--- src/rtl/td4_run_ctrl.sv ---
// td4_run_ctrl - execution controller for the TD4 core.
//
// Owns the core clock enable and sequences run / halt / single-step. In RUN the core is
// paced by a prescaler (one pulse per rate+1 clocks at most). The controller stops on a PC
// breakpoint or on a jump-to-self (op 4'b1111 with im == pc, the TD4 end-of-program idiom).
//
// Optional feature (macro TD4_RUN_CTRL_CYCLE_CNT_EN): o_cycle_cnt counts issued cpu_ce
// pulses, cleared by i_cnt_clr. Without the macro o_cycle_cnt is tied to 0 and i_cnt_clr
// is ignored; the ports exist in both builds.
//
// Ports:
//   i_clk         system clock, rising edge
//   i_rst         synchronous active-high reset
//   i_cmd_run     pulse: HALT -> RUN
//   i_cmd_halt    pulse: RUN/STEP -> HALT (highest priority)
//   i_cmd_step    pulse: HALT -> STEP (one instruction)
//   i_rate        prescaler compare value, sampled live
//   i_bp_en       breakpoint enable
//   i_bp_addr     breakpoint PC
//   i_pc          core program counter
//   i_instr       core instruction at i_pc
//   o_cpu_ce      registered clock enable to the core
//   o_state       00 HALT, 01 RUN, 10 STEP
//   o_stop_bp     sticky: last stop caused by breakpoint
//   o_stop_self   sticky: last stop caused by jump-to-self
//   i_cnt_clr     clears o_cycle_cnt (feature only)
//   o_cycle_cnt   number of cpu_ce pulses issued (feature only)

module td4_run_ctrl #(
    parameter int unsigned DIV_W = 8,
    parameter int unsigned CNT_W = 16
) (
    input  logic             i_clk,
    input  logic             i_rst,
    input  logic             i_cmd_run,
    input  logic             i_cmd_halt,
    input  logic             i_cmd_step,
    input  logic [DIV_W-1:0] i_rate,
    input  logic             i_bp_en,
    input  logic [3:0]       i_bp_addr,
    input  logic [3:0]       i_pc,
    input  logic [7:0]       i_instr,
    output logic             o_cpu_ce,
    output logic [1:0]       o_state,
    output logic             o_stop_bp,
    output logic             o_stop_self,
    input  logic             i_cnt_clr,
    output logic [CNT_W-1:0] o_cycle_cnt
);

    typedef enum logic [1:0] {
        StHalt = 2'b00,
        StRun  = 2'b01,
        StStep = 2'b10
    } state_e;

    state_e           r_state;
    logic             r_cpu_ce;
    logic [DIV_W-1:0] r_cnt;
    logic             r_stop_bp;
    logic             r_stop_self;
    // Set when leaving HALT so the instruction under a breakpoint can execute once.
    logic             r_resume;

    logic w_decide;
    logic w_self;
    logic w_bp;

    // >= rather than == so a lowered rate takes effect without waiting for a wrap.
    assign w_decide = (r_cnt >= i_rate);
    assign w_self   = (i_instr[7:4] == 4'b1111) && (i_instr[3:0] == i_pc);
    assign w_bp     = i_bp_en && (i_pc == i_bp_addr) && !r_resume;

    always_ff @(posedge i_clk) begin
        if (i_rst) begin
            r_state     <= StHalt;
            r_cpu_ce    <= 1'b0;
            r_cnt       <= '0;
            r_stop_bp   <= 1'b0;
            r_stop_self <= 1'b0;
            r_resume    <= 1'b0;
        end else begin
            case (r_state)
                StHalt: begin
                    r_cpu_ce <= 1'b0;
                    if (!i_cmd_halt) begin
                        if (i_cmd_run) begin
                            r_state     <= StRun;
                            r_cnt       <= '0;
                            r_resume    <= 1'b1;
                            r_stop_bp   <= 1'b0;
                            r_stop_self <= 1'b0;
                        end else if (i_cmd_step) begin
                            r_state     <= StStep;
                            r_resume    <= 1'b1;
                            r_stop_bp   <= 1'b0;
                            r_stop_self <= 1'b0;
                        end
                    end
                end
                StRun: begin
                    if (i_cmd_halt) begin
                        r_state  <= StHalt;
                        r_cpu_ce <= 1'b0;
                    end else if (w_decide) begin
                        r_cnt <= '0;
                        if (w_self) begin
                            r_state     <= StHalt;
                            r_stop_self <= 1'b1;
                            r_cpu_ce    <= 1'b0;
                        end else if (w_bp) begin
                            r_state   <= StHalt;
                            r_stop_bp <= 1'b1;
                            r_cpu_ce  <= 1'b0;
                        end else begin
                            r_cpu_ce <= 1'b1;
                            r_resume <= 1'b0;
                        end
                    end else begin
                        r_cnt    <= r_cnt + DIV_W'(1);
                        r_cpu_ce <= 1'b0;
                    end
                end
                StStep: begin
                    // Single unconditional pulse, then back to HALT.
                    r_state <= StHalt;
                    if (i_cmd_halt) begin
                        r_cpu_ce <= 1'b0;
                    end else begin
                        r_cpu_ce <= 1'b1;
                        r_resume <= 1'b0;
                    end
                end
                default: begin
                    r_state  <= StHalt;
                    r_cpu_ce <= 1'b0;
                end
            endcase
        end
    end

    assign o_cpu_ce    = r_cpu_ce;
    assign o_state     = r_state;
    assign o_stop_bp   = r_stop_bp;
    assign o_stop_self = r_stop_self;

`ifdef TD4_RUN_CTRL_CYCLE_CNT_EN
    logic [CNT_W-1:0] r_cycle_cnt;

    // Clear wins over a same-cycle increment; wraps naturally.
    always_ff @(posedge i_clk) begin
        if (i_rst || i_cnt_clr) begin
            r_cycle_cnt <= '0;
        end else if (r_cpu_ce) begin
            r_cycle_cnt <= r_cycle_cnt + CNT_W'(1);
        end
    end

    assign o_cycle_cnt = r_cycle_cnt;
`else
    logic w_unused_cnt_clr;

    assign w_unused_cnt_clr = i_cnt_clr;
    assign o_cycle_cnt      = '0;
`endif

endmodule

--- config.mk ---
export PLATFORM = sky130hd
export DESIGN_NAME = td4_run_ctrl
export DESIGN_NICKNAME = d
export VERILOG_FILES = /design/src/rtl/td4_run_ctrl.sv
export SDC_FILE = /design/constraint.sdc
export NUM_CORES = 1
export LEC_CHECK = 0
export ABC_AREA = 1
export CAP_MARGIN = 30
export CORE_MARGIN = 2
export CORE_UTILIZATION = 43
export CTS_CLUSTER_DIAMETER = 60
export DETAILED_ROUTE_END_ITERATION = 10
export GPL_TIMING_DRIVEN = 1
export PLACE_DENSITY_LB_ADDON = 0.2
export SYNTH_ARGS = -nofsm -noshare
export SYNTH_HDL_FRONTEND = slang
export SYNTH_SLANG_ARGS = --single-unit
--- constraint.sdc ---
create_clock -name i_clk -period 1.9 [get_ports i_clk]
set_clock_uncertainty 0.2 [all_clocks]
set_input_delay 0.38 -clock i_clk [delete_from_list [all_inputs] [get_ports i_clk]]
set_output_delay 0.38 -clock i_clk [all_outputs]
set_load 0.005 [all_outputs]
Word-level counts from Yosys, hierarchy flattened
Index checks and enable logic that the tools add are counted.
- flip-flop bits (word level): 14
- latch bits: 0
- memory bits (writable): 0
- ROM bits: 0
- word-level logic and storage cells: 77
- memories kept: 0
- add/sub/neg operators: 1
- multipliers: 0
- div/mod/pow operators: 0
- order comparisons: 1
- equal/unequal tests: 17
- shifts and indexed selects: 0
- multiplexer cells: 40
- bitwise operators: 0
- reductions and logical operators: 12
- operators by type and width (kind ; number):
    8-bit two-way mux ; 4
    1-bit two-way mux ; 23
    2-bit inequality test, second input constant ; 9
    8-bit one-hot mux with 2 select lines ; 1
    2-bit two-way mux ; 7
    8-bit by 1-bit adder with 8-bit output, second input constant ; 1
    4-bit equality test ; 2
    8-bit >= comparator ; 1
    4-bit AND reduction ; 2
    8-bit AND reduction ; 1
    7-bit AND reduction ; 1
    3-bit inequality test, second input constant ; 2
    1-bit one-hot mux with 2 select lines ; 3
    6-bit AND reduction ; 1
    4-bit equality test, second input constant ; 1
    4-bit inequality test, second input constant ; 1
    2-bit one-hot mux with 2 select lines ; 1
    1-bit logical AND ; 3
    1-bit one-hot mux with 3 select lines ; 1
    3-bit nonzero test ; 1
    2-bit by 1-bit equality test with 1-bit output, second input constant ; 1
    2-bit equality test, second input constant ; 1
    2-bit logical NOT ; 1
    2-bit nonzero test ; 1
    1-bit logical NOT ; 1

Longest topological paths before layout
- depth in word-level cells: 8
- depth in mapped cells: 13
- mapped depth without buffers: 13

Worst setup path after synthesis
OpenSTA, ideal clock, no wires.
- kind: input port to flip-flop
- start: input i_rate[7]
- end: register r_cnt[3]
- setup time: 0.080 ns
- data arrival time: 1.554 ns
- required time: 1.620 ns
- slack: 0.066 ns
- cell stages on the path: 8
- buffers on the path: 0
- cell sequence: inv_1 > ha_1 > a21o_1 > nor2_1 > nand4_1 > nand2_1 > nand2_2 > nor3b_1
- word-level cells in the longest chain between the ends: 4
- ends and longest elaborated chain (element ; RTL line ; source):
    start, declared ; 38 ; input logic [DIV_W-1:0] i_rate,
    8-bit >= comparator ; 70 ; assign w_decide = (r_cnt >= i_rate);
    8-bit two-way mux ; 105 ; end else if (w_decide) begin
    8-bit two-way mux ; 102 ; if (i_cmd_halt) begin
    8-bit one-hot mux with 2 select lines ; 83 ; case (r_state)
    end signal, assigned ; 120 ; r_cnt <= r_cnt + DIV_W'(1);
    end, declared ; 59 ; logic [DIV_W-1:0] r_cnt;
Every way passes these cells. The select of a mux whose other input is x is not followed.
A chain may end at the register's enable or synchronous reset.

Worst setup path after layout
- start: register r_state[1] (netlist: o_state[1])
- end: output o_state[1]
- RTL lines (element ; RTL line ; source):
    start, declared ; 57 ; state_e r_state;
    start signal, assigned ; 76 ; r_state <= StHalt;
    start signal, assigned ; 88 ; r_state <= StRun;
    start signal, assigned ; 94 ; r_state <= StStep;
    end, declared ; 44 ; output logic [1:0] o_state,
No word-level cell between the ends.

==> impl_results.md <==
- Critical Path AT: 1240 ps
- Share of flip-flops with an asynchronous set or reset: 0%
- Global-route track usage on met2: 26.65%
- All-layer global routing usage: 16.90%
- Mux contribution to synthesized area: 0%
- Xor and xnor fraction of the mapped netlist area: 4.110%
- Yosys Warn Count: 0
- Post-synth design cell area: 0.001279 mm2
- Top cells by area in the synthesized netlist: sky130_fd_sc_hd__dfxtp_1 (22%), sky130_fd_sc_hd__ha_1 (13%), sky130_fd_sc_hd__nand2_1 (13%), sky130_fd_sc_hd__inv_1 (12%), sky130_fd_sc_hd__buf_4 (9.4%)
- Number of remaining DRC errors: 0
- Number of DRC markers in iteration 0: 46
- Cell at the root of the clock tree: sky130_fd_sc_hd__clkbuf_4
- Number of failing setup endpoints in the final timing report: 0
- Sequence of cells on the critical path: buf_4 -> clkdlybuf4s50_1
- GR Layer Usage met3: 3.516%
- Area enclosed by the die boundary: 0.003426 mm2
- Insertion delay to the later sink of the worst-skew pair: 280 ps
- Main flop type after synthesis: sky130_fd_sc_hd__dfxtp_1
- Worst reg-to-reg setup slack: 120 ps
- Share of the synthesized area in compound gates (AO/OA/AOI/OAI): 7.632%
- Leading cell type in the layout, fill and taps excluded: sky130_fd_sc_hd__nand2_1
- Proportion of synthesized chip area in sequential cells: 21.92%
- Vias per inst: 4.472
- Overall routed net length: 2820 um
- Count of buffers from port buffering: 34
- Category of the critical setup timing path: reg2out
- Number of buffers added by the clock tree synthesis step: 3
- Design Area, Final: 0.001926 mm2
- Worst IR Drop VDD: 0.0006201 V
- Largest stage delay on the critical path: 490 ps
- Period Utilization, post-route: 95.53%
- Launch point of the worst reg-to-reg path: o_state[0]
- Clk slew on worst S/H paths: 90 ps
- CTS HTree Levels: 1
- Minimum hold slack: 246.6 ps
- Fraction of the mapped netlist area in adder cells: 12.72%
- Maximum number of pins on one net before global-route repair: 9
- Total overflow reported by the global router: 0
- Number of enable flip-flop cells after synthesis: 0
- Detail Placement HPWL: 2173 um
- Count of nets after finishing: 302
- Number of iterations in the first detailed-routing pass: 4
- Horizontal extent of the die: 58.53 um
- Maximum clock rate: 550.9 MHz
- Final Max Tran Viols: 0
- Maximum buffer depth of the clock tree: 2
- Overall Power: 1.621 mW
- Antenna diode count: 0
- Terminating pin of the worst hold path: o_stop_bp
- Count of cell instances traversed by the critical path: 2
- Initial standard-cell utilization of the core: 45.97%
- Initial antenna violation count: 0
- Aggregate negative setup slack: 0 ps
- Post-synthesis register bit count: 14
- Post-DRT Antenna Nets: 0
- Routability Congestion: 0.8384
- Area share of and/or/nand/nor cells after synthesis: 31.90%
- Placed Cells incl. Taps: 280
- Synthesized area per cell: 6.426 um2
- CP max FO: 3
- MaxCap Viol Count: 0
- Switching power share of the total: 40.93%
- Pre-CTS setup slack: -514.5 ps
- Unrepaired setup endpoints after global routing: true
- Leading cell types in the layout, fill and taps excluded: sky130_fd_sc_hd__nand2_1 (37), sky130_fd_sc_hd__inv_1 (34), sky130_fd_sc_hd__clkdlybuf4s50_1 (26)
- Fraction of final layout cells sized beyond drive strength 1: 26.46%
- Power share of the sequential group: 24.1%
- Net switching component of the power: 663.5 uW
- Kind of cell adding the most delay to the critical path: buffers and inverters
- Dominant combinational cell family by area after synthesis: simple AND/OR/NAND/NOR gates
- First-pass GRT wire length: 4491 um
- PnR worst setup slack: 84.89 ps
- Via count of the first global-routing pass: 1108
- Total I/O pin count: 52
- Capturing point of the worst reg2reg path: r_cnt[6]
- Final core occ: 69.23%
- DR WL/cell: 9.792 um
- Startpoint of the worst hold path: o_stop_bp
- Global-route track usage on met1: 22.81%
- LEAKAGE: 0.9859 nW
- Netlist cell types: 26
- Area added between synthesis and finish: 50.59%
- Num Clock Sinks: 14
- Worst Hold Path Cells: 2
- Core Rows: 19
- Hold Fails Final Rpt: 0
- Int Pwr: 957.7 uW
- Req. time, crit path: 1320 ps
- Gate count of the mapped netlist: 199
- Via total after detailed routing: 1288
- Power density over the cells: 841.9 mW/mm2
- Slowest stage cell, crit path: sky130_fd_sc_hd__clkdlybuf4s50_1
- Placed inst area: 0.001722 mm2
- CTS tree: yes
- Final critical path time including I/O delays and setup: 1815 ps
- Final standard cell count with taps included and fillers excluded: 288
- Number of buffers and inverters on the critical path: 2
- Layer carrying the most global-route usage: met2
- DIE HEIGHT: 58.53 um
- Cell type with the largest total area after synthesis: sky130_fd_sc_hd__dfxtp_1
- Proportion of power drawn by the clock network: 13.3%
- Comb power frac: 62.5%
- Result of the run: completed
- Length in cells of the worst reg-to-reg path: 11
- Top cell type's share of synthesized area: 21.92%
- HP Class: reg2reg
- Number of inserted filler cells in the final layout: 244
- Core outline area: 0.002781 mm2
- Endpoint class of the critical path: primary output
- Startpoint kind of the worst setup timing path: flip-flop
## worst reg2reg max path: cells and delay by family (launching register included)
kind                       cells  cell delay (ps)
and+or+nand+nor                5              480
DFF                            1              350
buffers and inverters          3              270
adders and majority gates      1              190
xor gates and xnor gates       1              130
AOI/OAI and AO/OA              1               70
## power groups by stage
| stage | Clock (mW) | Combinational (mW) | Sequential (mW) |
|---|---|---|---|
| floorplan | 0 | 0.527 | 0.388 |
| global placement | 0 | 0.874 | 0.385 |
| detailed placement | 0 | 0.876 | 0.386 |
| CTS | 0.228 | 0.911 | 0.383 |
| global route | 0.237 | 1.14 | 0.396 |
| finish | 0.216 | 1.01 | 0.391 |
## Yosys cell counts (2+ instances only)
cell,count
sky130_fd_sc_hd__nand2_1,43
sky130_fd_sc_hd__inv_1,40
sky130_fd_sc_hd__nor2_1,24
sky130_fd_sc_hd__buf_4,16
sky130_fd_sc_hd__dfxtp_1,14
sky130_fd_sc_hd__ha_1,13
sky130_fd_sc_hd__nand3_1,8
sky130_fd_sc_hd__a21oi_1,7
sky130_fd_sc_hd__o21ai_0,5
sky130_fd_sc_hd__nand4_1,4
sky130_fd_sc_hd__xor2_1,4
sky130_fd_sc_hd__nor3_1,3
sky130_fd_sc_hd__a21o_1,2
sky130_fd_sc_hd__nor2_2,2
sky130_fd_sc_hd__nor2_4,2
sky130_fd_sc_hd__xnor2_1,2
## worst max-delay path by stage
stage / startpoint / to / slack, ps
6_report: o_state[1] / o_state[1] / 80
5_1_grt: r_cnt[5] / r_cnt[3] / -40
4_1_cts: i_rate[4] / r_cnt[3] / 6
3_5_place_dp: i_rate[7] / r_cnt[3] / -510
3_3_place_gp: i_rate[7] / r_cnt[3] / -490
2_1_floorplan: i_rate[7] / r_cnt[3] / 70
## logic make-up after synthesis
kind of cell | count (synthesis)
AND/OR/NAND/NOR | 91
buffers and inverters | 57
AO/OA/AOI/OAI | 17
flip-flops | 14
adder cells (fa/ha/maj) | 13
XOR/XNOR | 6
other | 1
## registers in the layout, indices dropped and copies added, names as in the netlist
name	flops
o_state	2
r_cnt	8
o_stop_bp	1
o_stop_self	1
r_resume	1
o_cpu_ce	1
## routing by layer
| metal | part of all wire (%) | vias up |
|---|---|---|
| li1 | - | 693 |
| met1 | 48 | 555 |
| met2 | 45 | 38 |
| met3 | 7.2 | 2 |
| met4 | 0.67 | 0 |
| met5 | 0 | - |
## what timing repair did
| item | in CTS | in global routing |
|---|---|---|
| endpoints found under the setup margin | 14 | 14 |
| pin swaps | 19 | 8 |
| hold buffers | 0 | 0 |
| resized for setup | 21 | 24 |
| buffers inserted | 1 | 3 |
## final cells by class
cell class / count / area (um2) / area share (%)
flip-flops and latches: 14 / 286.5 / 14.88
inverters: 41 / 153.9 / 7.992
multi-input cells: 143 / 914.6 / 47.50
repair buffers: 55 / 495.5 / 25.73
clock buffers: 4 / 36.28 / 1.884
well taps: 31 / 38.79 / 2.014
Power figures use the tool's default switching activity.
